[config.mk]
export PLATFORM = sky130hd
export DESIGN_NAME = fifo_wr_arbiter
export DESIGN_NICKNAME = d
export VERILOG_FILES = /design/src/rtl/fifo_arb_pkg.sv /design/src/rtl/fifo_rr_pick.sv /design/src/rtl/fifo_wr_arbiter.sv
export SDC_FILE = /design/constraint.sdc
export NUM_CORES = 1
export LEC_CHECK = 0
export ABC_CLOCK_PERIOD_IN_PS = 3750
export CAP_MARGIN = 0
export CORE_ASPECT_RATIO = 1.75
export CORE_MARGIN = 5
export CORE_UTILIZATION = 31
export CTS_CLUSTER_DIAMETER = 60
export DETAILED_ROUTE_END_ITERATION = 10
export GPL_ROUTABILITY_DRIVEN = 0
export GPL_TIMING_DRIVEN = 0
export PLACE_DENSITY = 0.93
export SKIP_LAST_GASP = 1
export SLEW_MARGIN = 40
export SYNTH_ARGS = -nofsm -noshare
export SYNTH_HDL_FRONTEND = slang
export SYNTH_HIERARCHICAL = 1
export SYNTH_SLANG_ARGS = --single-unit
export TNS_END_PERCENT = 1
[constraint.sdc]
create_clock -name clk -period 3.75 [get_ports clk]
set_input_delay 0.5625 -clock clk [delete_from_list [all_inputs] [get_ports clk]]
set_output_delay 0.5625 -clock clk [all_outputs]
set_load 0.03 [all_outputs]
[src/rtl/fifo_arb_pkg.sv]
// Shared types and helpers for the async-FIFO write-side arbiter.
package fifo_arb_pkg;

    typedef enum logic {
        ARB_IDLE = 1'b0,
        ARB_LOCK = 1'b1
    } arb_state_t;

    localparam int ARB_MAX_N = 16;

    // Index width for n requesters, never below one bit.
    function automatic int idx_w(input int n);
        return (n <= 2) ? 1 : $clog2(n);
    endfunction

endpackage

[src/rtl/fifo_rr_pick.sv]
// Combinational rotating-priority encoder: first set bit of req at or above ptr,
// wrapping from N-1 back to 0.
module fifo_rr_pick
    import fifo_arb_pkg::*;
#(
    parameter int N  = 4,
    parameter int IW = idx_w(N)
) (
    input  logic [N-1:0]  req,
    input  logic [IW-1:0] ptr,
    output logic [IW-1:0] gnt_id,
    output logic          gnt_vld
);

    logic [2*N-1:0] req_dbl;
    logic [N-1:0]   req_rot;

    function automatic int wrap_idx(input int a);
        return (a >= N) ? a - N : a;
    endfunction

    // Rotating the doubled vector puts the highest-priority requester at bit 0.
    always_comb begin
        req_dbl = {req, req};
        req_rot = N'(req_dbl >> ptr);
        gnt_id  = '0;
        gnt_vld = 1'b0;
        for (int k = 0; k < N; k++) begin
            if (!gnt_vld && req_rot[k]) begin
                gnt_vld = 1'b1;
                gnt_id  = IW'(wrap_idx(int'(ptr) + k));
            end
        end
    end

endmodule

[src/rtl/fifo_wr_arbiter.sv]
// Packet-granular round-robin arbiter driving the async FIFO write port.
// Optional per-requester beat counters are enabled by FIFO_WR_ARB_CNT_EN.
module fifo_wr_arbiter
    import fifo_arb_pkg::*;
#(
    parameter int N  = 4,
    parameter int DW = 16
`ifdef FIFO_WR_ARB_CNT_EN
    , parameter int CNTW = 16
`endif
    , localparam int IW = idx_w(N)
) (
    input  logic            clk,
    input  logic            rst_n,
    input  logic [N-1:0]    req_valid,
    input  logic [N*DW-1:0] req_data,
    input  logic [N-1:0]    req_last,
    output logic [N-1:0]    req_ready,
    input  logic            wfull,
    output logic            winc,
    output logic [DW-1:0]   wdata,
    output logic [IW-1:0]   grant_id,
    output logic            busy
`ifdef FIFO_WR_ARB_CNT_EN
    , input  logic [IW-1:0]   cnt_sel,
    input  logic              cnt_clr,
    output logic [CNTW-1:0]   cnt_val
`endif
);

    arb_state_t    state, state_d;
    logic [IW-1:0] owner, owner_d;
    logic [IW-1:0] rr_ptr, rr_ptr_d;
    logic [IW-1:0] pick_id;
    logic          pick_vld;
    logic [IW-1:0] gnt;
    logic          gnt_vld;
    logic          sel_valid;
    logic          sel_last;

    fifo_rr_pick #(.N(N), .IW(IW)) u_pick (
        .req     (req_valid),
        .ptr     (rr_ptr),
        .gnt_id  (pick_id),
        .gnt_vld (pick_vld)
    );

    // Handshake: a beat moves when req_valid[g] & req_ready[g]; req_ready is
    // !wfull for the grantee only, so winc is exactly that product.
    always_comb begin
        gnt       = (state == ARB_LOCK) ? owner : pick_id;
        gnt_vld   = rst_n && ((state == ARB_LOCK) || pick_vld);
        sel_valid = 1'b0;
        sel_last  = 1'b0;
        wdata     = '0;
        req_ready = '0;
        for (int i = 0; i < N; i++) begin
            if (gnt_vld && (gnt == IW'(i))) begin
                sel_valid    = req_valid[i];
                sel_last     = req_last[i];
                wdata        = req_data[i*DW +: DW];
                req_ready[i] = !wfull;
            end
        end
        winc     = sel_valid && !wfull;
        grant_id = gnt_vld ? gnt : '0;
    end

    always_comb begin
        state_d  = state;
        owner_d  = owner;
        rr_ptr_d = rr_ptr;
        if (winc) begin
            if (sel_last) begin
                state_d  = ARB_IDLE;
                rr_ptr_d = (gnt == IW'(N - 1)) ? '0 : gnt + IW'(1);
            end else if (state == ARB_IDLE) begin
                state_d = ARB_LOCK;
                owner_d = gnt;
            end
        end
    end

    always_ff @(posedge clk or negedge rst_n) begin
        if (!rst_n) begin
            state  <= ARB_IDLE;
            owner  <= '0;
            rr_ptr <= '0;
        end else begin
            state  <= state_d;
            owner  <= owner_d;
            rr_ptr <= rr_ptr_d;
        end
    end

    assign busy = (state == ARB_LOCK);

`ifdef FIFO_WR_ARB_CNT_EN
    logic [CNTW-1:0] cnt [N];

    // Clear takes priority over a same-cycle increment; counters stick at all-ones.
    always_ff @(posedge clk or negedge rst_n) begin
        if (!rst_n) begin
            for (int i = 0; i < N; i++) cnt[i] <= '0;
        end else if (cnt_clr) begin
            for (int i = 0; i < N; i++) cnt[i] <= '0;
        end else begin
            for (int i = 0; i < N; i++) begin
                if (winc && (gnt == IW'(i)) && (cnt[i] != '1)) begin
                    cnt[i] <= cnt[i] + CNTW'(1);
                end
            end
        end
    end

    always_comb begin
        cnt_val = '0;
        for (int i = 0; i < N; i++) begin
            if (cnt_sel == IW'(i)) cnt_val = cnt[i];
        end
    end
`endif

endmodule

==> run metrics <==
final core utilization=65.5%; final setup vio count=10; Post-Layout Inst Area=2180 sq um; first-pass GRT wire length=7450 um; violated checks=negative setup slack; worst reg2reg endpoint=rr_ptr[0]$_DFFE_PN0P_; Bufs and invs on worst path=4; CP max stage delay=0.55 ns; mux contribution to synthesized area=9.49%; pin count of the biggest net entering global routing=11; Distinct cells, synth=32; drt wl/cell=16.4 um; core area=3330 sq um; worst-path fanout max=8; Clk Tree Root Cell=clkbuf_8; Post-Synth XOR/XNOR Area=0%; initial drt markers=33; DP Area=2090 sq um; min-delay src=rr_ptr[0]$_DFFE_PN0P_; final-report hold violation count=0; CP endpoint=winc; vias in the first global route=1668; H-tree depth=1; most frequent cells in the layout=clkdlybuf4s50_1, a21oi_1, nor2_1; Tot Pwr=1.63 mW; Worst Tran Pin Value=0.520 ns; FP Rows=28; Seq/Total Area, Yosys=11.9%; antenna cells=0; run status=finished with violations; Worst Skew=0.00467 ns; largest family of logic cells by synthesized area=simple AND/OR/NAND/NOR gates; R2R setup slack=0.64 ns; CP Depth=12; initial antenna violation count=0; critical path class=in -> out; crit end category=output pin; critical path's top delay family=compound AO/OA/AOI/OAI gates; CTS Buffer Depth=2; clock-pin slew on the worst setup and hold paths=0.04 ns; clock sink count=5; Die ar.=4720 sq um; setup TNS=-0.388 ns; RSZ-0062 raised after global routing=yes; signal arrival time at the worst endpoint=3.32 ns; Final period util=103%; worst skew pair latency=0.23 ns; CTS tree=done; syn_area_per_cell=7.03 sq um; Post-Synth Adder-Cell Area=4.74%; # IOs=99; routed via count=1548; Critical Path Start=req_valid[1]; Synth Area in Compound Gates=31.6%; Synth Net Count=229; headroom to the max-slew limit=65.2%; Detail Placement HPWL=3890 um; Tmin final=3.88 ns; critical path's slowest cell=clkdlybuf4s50_1; Mapped Area=1050 sq um; drt via density=5.21; Synth Instances=150; Ys Warns=6; required time worst endpoint=3.19 ns; Hold Path Class=reg -> reg; worst-path cell chain=clkdlybuf4s50_1 -> a21oi_1 -> o21ai_0 -> o2bb2a_1 -> mux2i_4 -> ha_2 -> nor2b_4 -> buf_6 -> a221o_2 -> a31oi_4 -> inv_1 -> dlygate4sd2_1; startpoint types=input port; Remaining DRCs=0; # port buffers=98; NumNets Final=332; router iterations before antenna repair=4; area grow syn2layout=107%; RR Startpoint=rr_ptr[1]$_DFFE_PN0P_; fin. max-slew vios=0; simple-gate area share of the yosys netlist=33.5%; number of cells on the worst reg-to-reg path=13; gr usage total=21.0%; cts bufs inserted=3; die height=87.2 um; most common cell after layout, fill and taps aside=clkdlybuf4s50_1; die width=54.1 um; post-route ant nets=0; Routed WL=4880 um; post-synthesis register bit count=5; Initial Utilization=31.7%; filler cell count=289; P per Cell Area=748 nW/um^2; Fmax=0.258 GHz; grt ovf=0; Peak supply drop=0.375 mV; MaxCap Viol Count=0; layout cells sized above 1=21.0%; fin worst setup slack=-0.128 ns; Lkg Pwr=0.929 nW
==> cells by family after synthesis <==
| logic type | count (synthesis) |
|---|---|
| AO/OA/AOI/OAI | 46 |
| adder cells (fa/ha/maj) | 4 |
| buffers and inverters | 22 |
| flip-flops | 5 |
| multiplexers | 8 |
| AND/OR/NAND/NOR | 65 |
==> power breakdown <==
group	internal [mW]	switching (mW)
registers	0.0768	0.0403
logic	0.619	0.791
clock network	0.0733	0.0298
==> flip-flops by register name, indices dropped and copies added, names as in the netlist <==
signal and cells:
busy 1, owner 2, rr_ptr 2
==> area by class of cell <==
class	count	area (sq um)	area share, %
tap	45	56.3	2.58
timing repair buffer	99	937	43.0
clock buffer	4	45.0	2.07
buffer	13	81.3	3.73
multi-input combinational	123	906	41.5
inverter	8	30.0	1.38
sequential	5	125	5.74
==> worst min path at each step <==
stage	endpoint	depth (start not counted)
floorplan	busy$_DFFE_PN0P_	0
global placement	owner[0]$_DFFE_PN0P_	1
detailed placement	owner[0]$_DFFE_PN0P_	1
CTS	rr_ptr[0]$_DFFE_PN0P_	1
global route	owner[1]$_DFFE_PN0P_	1
finish	rr_ptr[0]$_DFFE_PN0P_	1
==> cells in the mapped netlist <==
cell | instances | share of area, %
a21oi_1 | 21 | 10
nor2_1 | 21 | 7.5
a221oi_1 | 15 | 12
nor2b_1 | 15 | 8.9
nor3_1 | 15 | 7.1
inv_1 | 8 | 2.8
clkbuf_1 | 6 | 2.1
dfrtp_1 | 5 | 12
and2_1 | 4 | 2.4
buf_1 | 4 | 1.4
ha_1 | 4 | 4.7
mux2_4 | 4 | 5.7
mux2i_1 | 4 | 3.8
buf_2 | 3 | 1.4
nand2_1 | 3 | 1.1
o21ai_0 | 2 | 0.95
a2111oi_1 | 1 | 0.95
a221o_2 | 1 | 1.1
a221oi_2 | 1 | 1.4
a311oi_1 | 1 | 0.83
a31oi_2 | 1 | 1.2
and3b_1 | 1 | 0.83
buf_6 | 1 | 1.1
nand2b_1 | 1 | 0.59
nor2_4 | 1 | 1.1
nor2b_4 | 1 | 1.3
nor3_2 | 1 | 0.95
o21ai_2 | 1 | 0.83
o21ba_2 | 1 | 0.95
o2bb2a_1 | 1 | 0.95
or4_1 | 1 | 0.71
or4_4 | 1 | 1.1
==> metal layers <==
layer | up-vias | part of all wire, % | GRT usage (%)
met5 | - | 0 | 0
met4 | 0 | 1.3 | 5.67
met3 | 6 | 6.8 | 4.12
met2 | 68 | 57 | 41.1
met1 | 724 | 35 | 21.0
li1 | 750 | - | -
==> through the flow <==
stage	hold WS (ns)	setup WS, ns	cells
after global routing	0.594	-0.199	297
after global placement	0.496	-1.06	293
after CTS	0.567	-0.136	297
final	0.579	-0.128	297
after floorplan	0.267	0.461	150
after detailed placement	0.496	-1.15	293
==> repair_timing <==
action | CTS | global route
resized for setup | 80 | 20
setup endpoints to repair | 24 | 22
setup buffers | 1 | 0
hold buffers | 0 | 0
pin swaps | 1 | 0
Note: power is estimated with default switching activity, not from simulation.
